$ cat src/rtl/glyph_blitter_pkg.sv
// Shared glyph geometry, screen size and FSM state encoding
// for the glyph blitter and its row shifter.
package glyph_blitter_pkg;

  localparam int G_GLYPH_W  = 24;
  localparam int G_ROW_BITS = 3;
  localparam int G_GLYPH_H  = 2 ** G_ROW_BITS;
  localparam int G_SCREEN_W = 640;
  localparam int G_SCREEN_H = 480;

  typedef enum logic [2:0] {
    S_IDLE,
    S_FETCH,
    S_WAIT,
    S_DRAW,
    S_FIN
  } state_e;

endpackage

$ cat src/rtl/glyph_row_shifter.sv
// Holds one glyph row word; presents the current pixel bit (MSB)
// and flags the last column of the row.
module glyph_row_shifter #(
  parameter int W = 24
) (
  input  logic         clk,
  input  logic         rst,
  input  logic         load_i,
  input  logic         adv_i,
  input  logic [W-1:0] data_i,
  output logic         msb_o,
  output logic         last_col_o
);

  localparam int CW = $clog2(W);
  localparam logic [CW-1:0] LAST = CW'(W - 1);

  logic [W-1:0]  sh_q;
  logic [CW-1:0] col_q;

  always_ff @(posedge clk) begin
    if (rst) begin
      sh_q  <= '0;
      col_q <= '0;
    end else if (load_i) begin
      sh_q  <= data_i;
      col_q <= '0;
    end else if (adv_i) begin
      sh_q  <= {sh_q[W-2:0], 1'b0};
      col_q <= col_q + CW'(1);
    end
  end

  assign msb_o      = sh_q[W-1];
  assign last_col_o = (col_q == LAST);

endmodule

$ cat src/rtl/glyph_blitter.sv
// Reads a glyph row by row from the glyph ROM and writes its pixels
// into the framebuffer write port, with clipping and transparency.
module glyph_blitter
  import glyph_blitter_pkg::*;
#(
  parameter int DATA_WIDTH    = G_GLYPH_W,
  parameter int ADDR_WIDTH    = 8,
  parameter int ROW_BITS      = G_ROW_BITS,
  parameter int SCREEN_W      = G_SCREEN_W,
  parameter int SCREEN_H      = G_SCREEN_H,
  parameter int FB_ADDR_WIDTH = 19,
  parameter int COLOR_WIDTH   = 8
) (
  input  logic                         clk,
  input  logic                         rst,
  input  logic                         req_valid,
  output logic                         req_ready,
  input  logic [9:0]                   req_x,
  input  logic [9:0]                   req_y,
  input  logic [ADDR_WIDTH-ROW_BITS-1:0] req_glyph,
  input  logic [COLOR_WIDTH-1:0]       req_fg,
  input  logic [COLOR_WIDTH-1:0]       req_bg,
  input  logic                         req_transp,
  output logic [ADDR_WIDTH-1:0]        rom_addr,
  input  logic [DATA_WIDTH-1:0]        rom_q,
  output logic                         fb_we,
  output logic [FB_ADDR_WIDTH-1:0]     fb_addr,
  output logic [COLOR_WIDTH-1:0]       fb_data,
  input  logic                         fb_ready,
  output logic                         busy,
  output logic                         done
);

  localparam int GW      = ADDR_WIDTH - ROW_BITS;
  localparam int GLYPH_H = 2 ** ROW_BITS;
  localparam int FA      = FB_ADDR_WIDTH;

  state_e                  state_q;
  logic [ROW_BITS-1:0]     row_q;
  logic [GW-1:0]           glyph_q;
  logic [9:0]              x_q;
  logic [10:0]             xc_q;
  logic [10:0]             yc_q;
  logic [COLOR_WIDTH-1:0]  fg_q;
  logic [COLOR_WIDTH-1:0]  bg_q;
  logic                    transp_q;
  logic [FA-1:0]           base_q;
  logic [FA-1:0]           pix_q;
  logic [ADDR_WIDTH-1:0]   rom_addr_q;

  logic          bit_w;
  logic          last_w;
  logic          clip_w;
  logic          adv_w;
  logic [FA-1:0] start_w;
  logic [FA-1:0] next_base_w;

  assign clip_w = (xc_q >= 11'(SCREEN_W)) ||
                  (yc_q >= 11'(SCREEN_H));

  assign fb_we = (state_q == S_DRAW) && !clip_w &&
                 (bit_w || !transp_q);

  // Skipped pixels advance unconditionally; writes wait for fb_ready.
  assign adv_w = (state_q == S_DRAW) && (!fb_we || fb_ready);

  assign start_w = FA'(req_y) * FA'(SCREEN_W) + FA'(req_x);
  assign next_base_w = base_q + FA'(SCREEN_W);

  glyph_row_shifter #(
    .W (DATA_WIDTH)
  ) u_shift (
    .clk        (clk),
    .rst        (rst),
    .load_i     (state_q == S_WAIT),
    .adv_i      (adv_w),
    .data_i     (rom_q),
    .msb_o      (bit_w),
    .last_col_o (last_w)
  );

  always_ff @(posedge clk) begin
    if (rst) begin
      state_q    <= S_IDLE;
      row_q      <= '0;
      glyph_q    <= '0;
      x_q        <= '0;
      xc_q       <= '0;
      yc_q       <= '0;
      fg_q       <= '0;
      bg_q       <= '0;
      transp_q   <= 1'b0;
      base_q     <= '0;
      pix_q      <= '0;
      rom_addr_q <= '0;
    end else begin
      unique case (state_q)
        S_IDLE: if (req_valid) begin
          state_q    <= S_FETCH;
          row_q      <= '0;
          glyph_q    <= req_glyph;
          x_q        <= req_x;
          xc_q       <= {1'b0, req_x};
          yc_q       <= {1'b0, req_y};
          fg_q       <= req_fg;
          bg_q       <= req_bg;
          transp_q   <= req_transp;
          base_q     <= start_w;
          pix_q      <= start_w;
          rom_addr_q <= {req_glyph, ROW_BITS'(0)};
        end
        S_FETCH: state_q <= S_WAIT;
        S_WAIT:  state_q <= S_DRAW;
        S_DRAW: if (adv_w) begin
          if (!last_w) begin
            xc_q  <= xc_q + 11'(1);
            pix_q <= pix_q + FA'(1);
          end else if (row_q == ROW_BITS'(GLYPH_H - 1)) begin
            state_q <= S_FIN;
          end else begin
            state_q    <= S_FETCH;
            row_q      <= row_q + ROW_BITS'(1);
            rom_addr_q <= {glyph_q, row_q + ROW_BITS'(1)};
            xc_q       <= {1'b0, x_q};
            yc_q       <= yc_q + 11'(1);
            base_q     <= next_base_w;
            pix_q      <= next_base_w;
          end
        end
        S_FIN:   state_q <= S_IDLE;
        default: state_q <= S_IDLE;
      endcase
    end
  end

  assign req_ready = (state_q == S_IDLE);
  assign busy      = (state_q != S_IDLE);
  assign done      = (state_q == S_FIN);
  assign rom_addr  = rom_addr_q;
  assign fb_addr   = pix_q;
  assign fb_data   = bit_w ? fg_q : bg_q;

endmodule
$ cat config.mk
export PLATFORM = sky130hd
export DESIGN_NAME = glyph_blitter
export DESIGN_NICKNAME = d
export VERILOG_FILES = /design/src/rtl/glyph_blitter_pkg.sv /design/src/rtl/glyph_row_shifter.sv /design/src/rtl/glyph_blitter.sv
export SDC_FILE = /design/constraint.sdc
export NUM_CORES = 1
export LEC_CHECK = 0
export ABC_AREA = 1
export CAP_MARGIN = 40
export CORE_MARGIN = 2
export CORE_UTILIZATION = 45
export DETAILED_ROUTE_END_ITERATION = 8
export PLACE_DENSITY = 0.75
export SLEW_MARGIN = 20
export SYNTH_ARGS = -nofsm -noshare
export SYNTH_HDL_FRONTEND = slang
export SYNTH_SLANG_ARGS = --single-unit
$ cat constraint.sdc
create_clock -name clk -period 2.3 [get_ports clk]
set_input_delay 0.345 -clock clk [delete_from_list [all_inputs] [get_ports clk]]
set_output_delay 0.345 -clock clk [all_outputs]
set_load 0.02 [all_outputs]
==> impl_results.md <==
* Failing checks: setup timing
* Count of yosys warnings during synthesis at 0
* # fillers at 1,518
* Relative max-transition margin at 0.639
* Hold Worst Slack at around 400 ps
* Clock sink count at approximately 130
* Synthesis-stage register bit count at between 100 and 150
* GP Congestion at about 0.88
* Clock Tree Root: clkbuf_16
* Width of the chip at about 130 um
* RSZ-0062 raised after global routing: yes
* Initial core utilization at 0.464
* Logic depth of the worst setup path including buffers at 11
* Largest fanout of any net on the critical path at 3
* Tightest Hold Check Type: input pin to flip-flop
* Util after Layout at 0.605
* Floorplan die height at roughly 130 um
* Area of the mapped netlist at roughly 7400 um2
* Vias after detailed routing at roughly 7,700
* Syn_area_per_cell at 6.89 um2
* Leak at around 3.9 nW
* TritonCTS clock tree: built
* Critical path's largest stage delay at around 440 ps
* Leading register cell type out of synthesis: dfxtp_1
* Worst reg2reg path depth at 8
* Final critical-path required period at roughly 2300 ps
* Family of cells with the greatest summed delay on the critical path: adder cells
* Number of levels in the clock H-tree at 4
* Number of nets produced by synthesis at between 1,000 and 1,500
* Final Net Count at between 1,000 and 1,500
* Synth cell types at 43
* Reg2Reg Setup Slack at approximately 230 ps
* IO Count at roughly 110
* Most common library cell in the layout ignoring fill and taps: nand2_1
* Destination of the worst register-to-register timing path: u_shift.sh_q[21]
* DR vias/cell at roughly 5.4
* Final hold viol count at 0
* Antenna Cells at 0
* Timing endpoint of the critical path: fb_addr[13]
* DP Wirelength at 14.3 mm
* Commonest cells after routing, fill and taps aside: nand2_1 (241), dfxtp_1 (132), inv_1 (110)
* Areal power density over the cells at ~1200 nW/um2
* Wire length after detailed routing at ~20 mm
* Pin slew with the least headroom to its limit at around 540 ps
* Number of violations reported at the end of detailed-routing iteration 0 at roughly 630
* Data required time at the worst endpoint at 2650 ps
* Post-synthesis to final-layout area growth at 30.5%
* Run status: complete, but fails checks
* FMAX at approximately 430 MHz
* CORE AREA at 16,000 um2
* Largest net degree at the start of global routing at 56
* Remaining Overflow, GRT at 0
* Drc violations at 0
* Fin crit share at 1.02
* Startpoint of the lowest-slack register-to-register path: yc_q[6]
* First drt pass iteration count at 5
* Seq/Total Area, Yosys at 0.356
* Post-Route Skew at ~8.4 ps
* Total routing resource utilization after global routing at 0.231
* Skew-Pair Late Insertion Delay at ~430 ps
* Number of buffers created by CTS at 17
* Cell mode on critical path: buf_4
* Maximum vdd ir drop at between 0.7 and 0.8 mV
* Critical path launch point type: input pin
* Crit path cell chain: dlygate4sd2_1 > ha_1 > ha_2 > fa_2 > xnor2_1 > nor2_2 > buf_4 > a21oi_1 > o21ai_0 > buf_4 > a31oi_1
* Fraction of layout instances using a drive strength above 1 at 0.108
* Critical path's slowest cell: xnor2_1
* Post-route setup slack at -49.4 ps
* Count of final max-slew check failures at 0
* Post-synthesis cell count at 1,076
* Vias in the first global route at around 7,100
* Worst endpoint data arrival time at ~2700 ps
* Clock-pin slew on the worst setup and hold paths at 50 ps
* Global-route wire length before repair at 33.5 mm
* Launch point of the worst path: req_y[1]
* Proportion of register bits with asynchronous set or reset after synthesis at 0
* Input/output buffers at between 100 and 150
* Routed wire per std cell at 14.2 um
* Antenna viol nets, final at 0
* Total die area at between 15,000 and 20,000 um2
* # rows at between 40 and 50
* Critical path capture point type: flip-flop
* Post-Place Setup Slack at -603 ps
* Post-synth EDFFs at 0
* Maximum clock path buffer count at 2
* Antenna violations before repair at 0
* Number of max-capacitance violations reported at 0
* Final-report setup violation count at 2
* Type of the worst setup path: input pin to flip-flop
* Critical path buffer and inverter count at 3
## state kept, by name (all words and copies together), names as in the netlist
| register | flops |
|---|---|
| base_q | 19 |
| yc_q | 11 |
| state_q | 3 |
| bg_q | 8 |
| u_shift.sh_q | 24 |
| xc_q | 11 |
| fb_addr | 19 |
| row_q | 2 |
| x_q | 10 |
| rom_addr | 6 |
| u_shift.col_q | 5 |
| glyph_q | 5 |
| transp_q | 1 |
| fg_q | 8 |
## tightest hold or removal path: cells and delay by family
kind / cells / cell delay (ps)
compound gates: 1 / 70
buf+inv: 2 / 300
simple gates: 1 / 60
## cells in the mapped netlist, types with 2 or more instances
| master | number | area share |
|---|---|---|
| ha_1 | 28 | 0.047 |
| o21a_1 | 23 | 0.023 |
| a22oi_1 | 2 | 0.0020 |
| nand4_1 | 13 | 0.011 |
| nand3b_1 | 4 | 0.0040 |
| a211oi_1 | 2 | 0.0020 |
| o21ai_0 | 81 | 0.055 |
| nand2_1 | 245 | 0.12 |
| inv_1 | 111 | 0.056 |
| nand3_1 | 70 | 0.047 |
| a31oi_1 | 48 | 0.040 |
| clkbuf_1 | 39 | 0.020 |
| nand2_4 | 2 | 0.0030 |
| xnor2_1 | 8 | 0.0094 |
| fa_1 | 2 | 0.0054 |
| o221ai_1 | 2 | 0.0024 |
| nand2_2 | 2 | 0.0017 |
| buf_4 | 3 | 0.0030 |
| nor2_1 | 59 | 0.030 |
| dfxtp_1 | 132 | 0.36 |
| buf_6 | 3 | 0.0046 |
| or2_2 | 2 | 0.0017 |
| o211ai_1 | 8 | 0.0081 |
| buf_2 | 9 | 0.0061 |
| a21oi_1 | 100 | 0.067 |
| xor2_1 | 10 | 0.012 |
| o21bai_1 | 2 | 0.0020 |
| nor3_1 | 17 | 0.011 |
| nor2_4 | 4 | 0.0061 |
| a221oi_1 | 3 | 0.0035 |
| o21ai_1 | 26 | 0.018 |
| inv_2 | 3 | 0.0015 |
| nor3b_1 | 3 | 0.0030 |
## metrics by stage
stage / area (um2) / power (W) / TNS [ps] / cells
floorplan: 7420 / 0.00708 / 0 / 1076
global placement: 8960 / 0.00874 / -7200 / 1402
detailed placement: 8960 / 0.00885 / -8040 / 1402
CTS: 9560 / 0.0115 / 0 / 1433
global route: 9680 / 0.0124 / -507 / 1434
finish: 9680 / 0.0116 / -84.0 / 1434
## kinds of logic (layout without fill, tap and decap cells)
family | Yosys count | in the layout | synth area share
AOI/OAI and AO/OA | 303 | 303 | 0.230
xor gates and xnor gates | 18 | 18 | 0.0213
adders and majority gates | 30 | 30 | 0.0526
buffers and inverters | 169 | 311 | 0.0916
DFF | 132 | 132 | 0.356
and+or+nand+nor | 424 | 424 | 0.248
## repair_timing
item / CTS / global route
resized for setup: 13 / 28
buffers inserted: 0 / 1
endpoints found under the setup margin: 13 / 33
hold buffers: 0 / 0
pin swaps: 7 / 10
## cell type report
class / count / area (um2) / share of cell area
Multi-Input combinational cell: 775 / 4240 / 0.438
Inverter: 115 / 432 / 0.0446
Sequential cell: 132 / 2640 / 0.273
Timing Repair Buffer: 165 / 1530 / 0.158
Clock buffer: 18 / 429 / 0.0443
Tap cell: 216 / 270 / 0.0279
Clock inverter: 13 / 138 / 0.0142
## metal layers
metal | vias up | global-route usage | routed length [um]
li1 | 3902 | - | -
met5 | - | 0 | 0
met2 | 214 | 0.379 | 9670
met3 | 33 | 0.0519 | 1130
met1 | 3531 | 0.305 | 9320
met4 | 0 | 0.0669 | 318
## power breakdown
group / internal [W] / leakage [nW] / switching, W / total, W
Clock: 0.00158 / 0.271 / 0.00102 / 0.00260
Sequential: 0.00314 / 1.09 / 0.000688 / 0.00383
Combinational: 0.00207 / 2.57 / 0.00307 / 0.00514
## worst min path at each step
| stage | start | end | slack (ps) | cells past startpoint |
|---|---|---|---|---|
| 2_1_floorplan | bg_q[4] | bg_q[4] | 420 | 2 |
| 3_3_place_gp | bg_q[0] | bg_q[0] | 440 | 2 |
| 3_5_place_dp | base_q[0] | base_q[0] | 440 | 2 |
| 4_1_cts | req_x[7] | x_q[7] | 410 | 3 |
| 5_1_grt | req_y[6] | yc_q[6] | 400 | 4 |
| 6_report | req_y[6] | yc_q[6] | 400 | 4 |
Note: power is estimated with default switching activity, not from simulation.
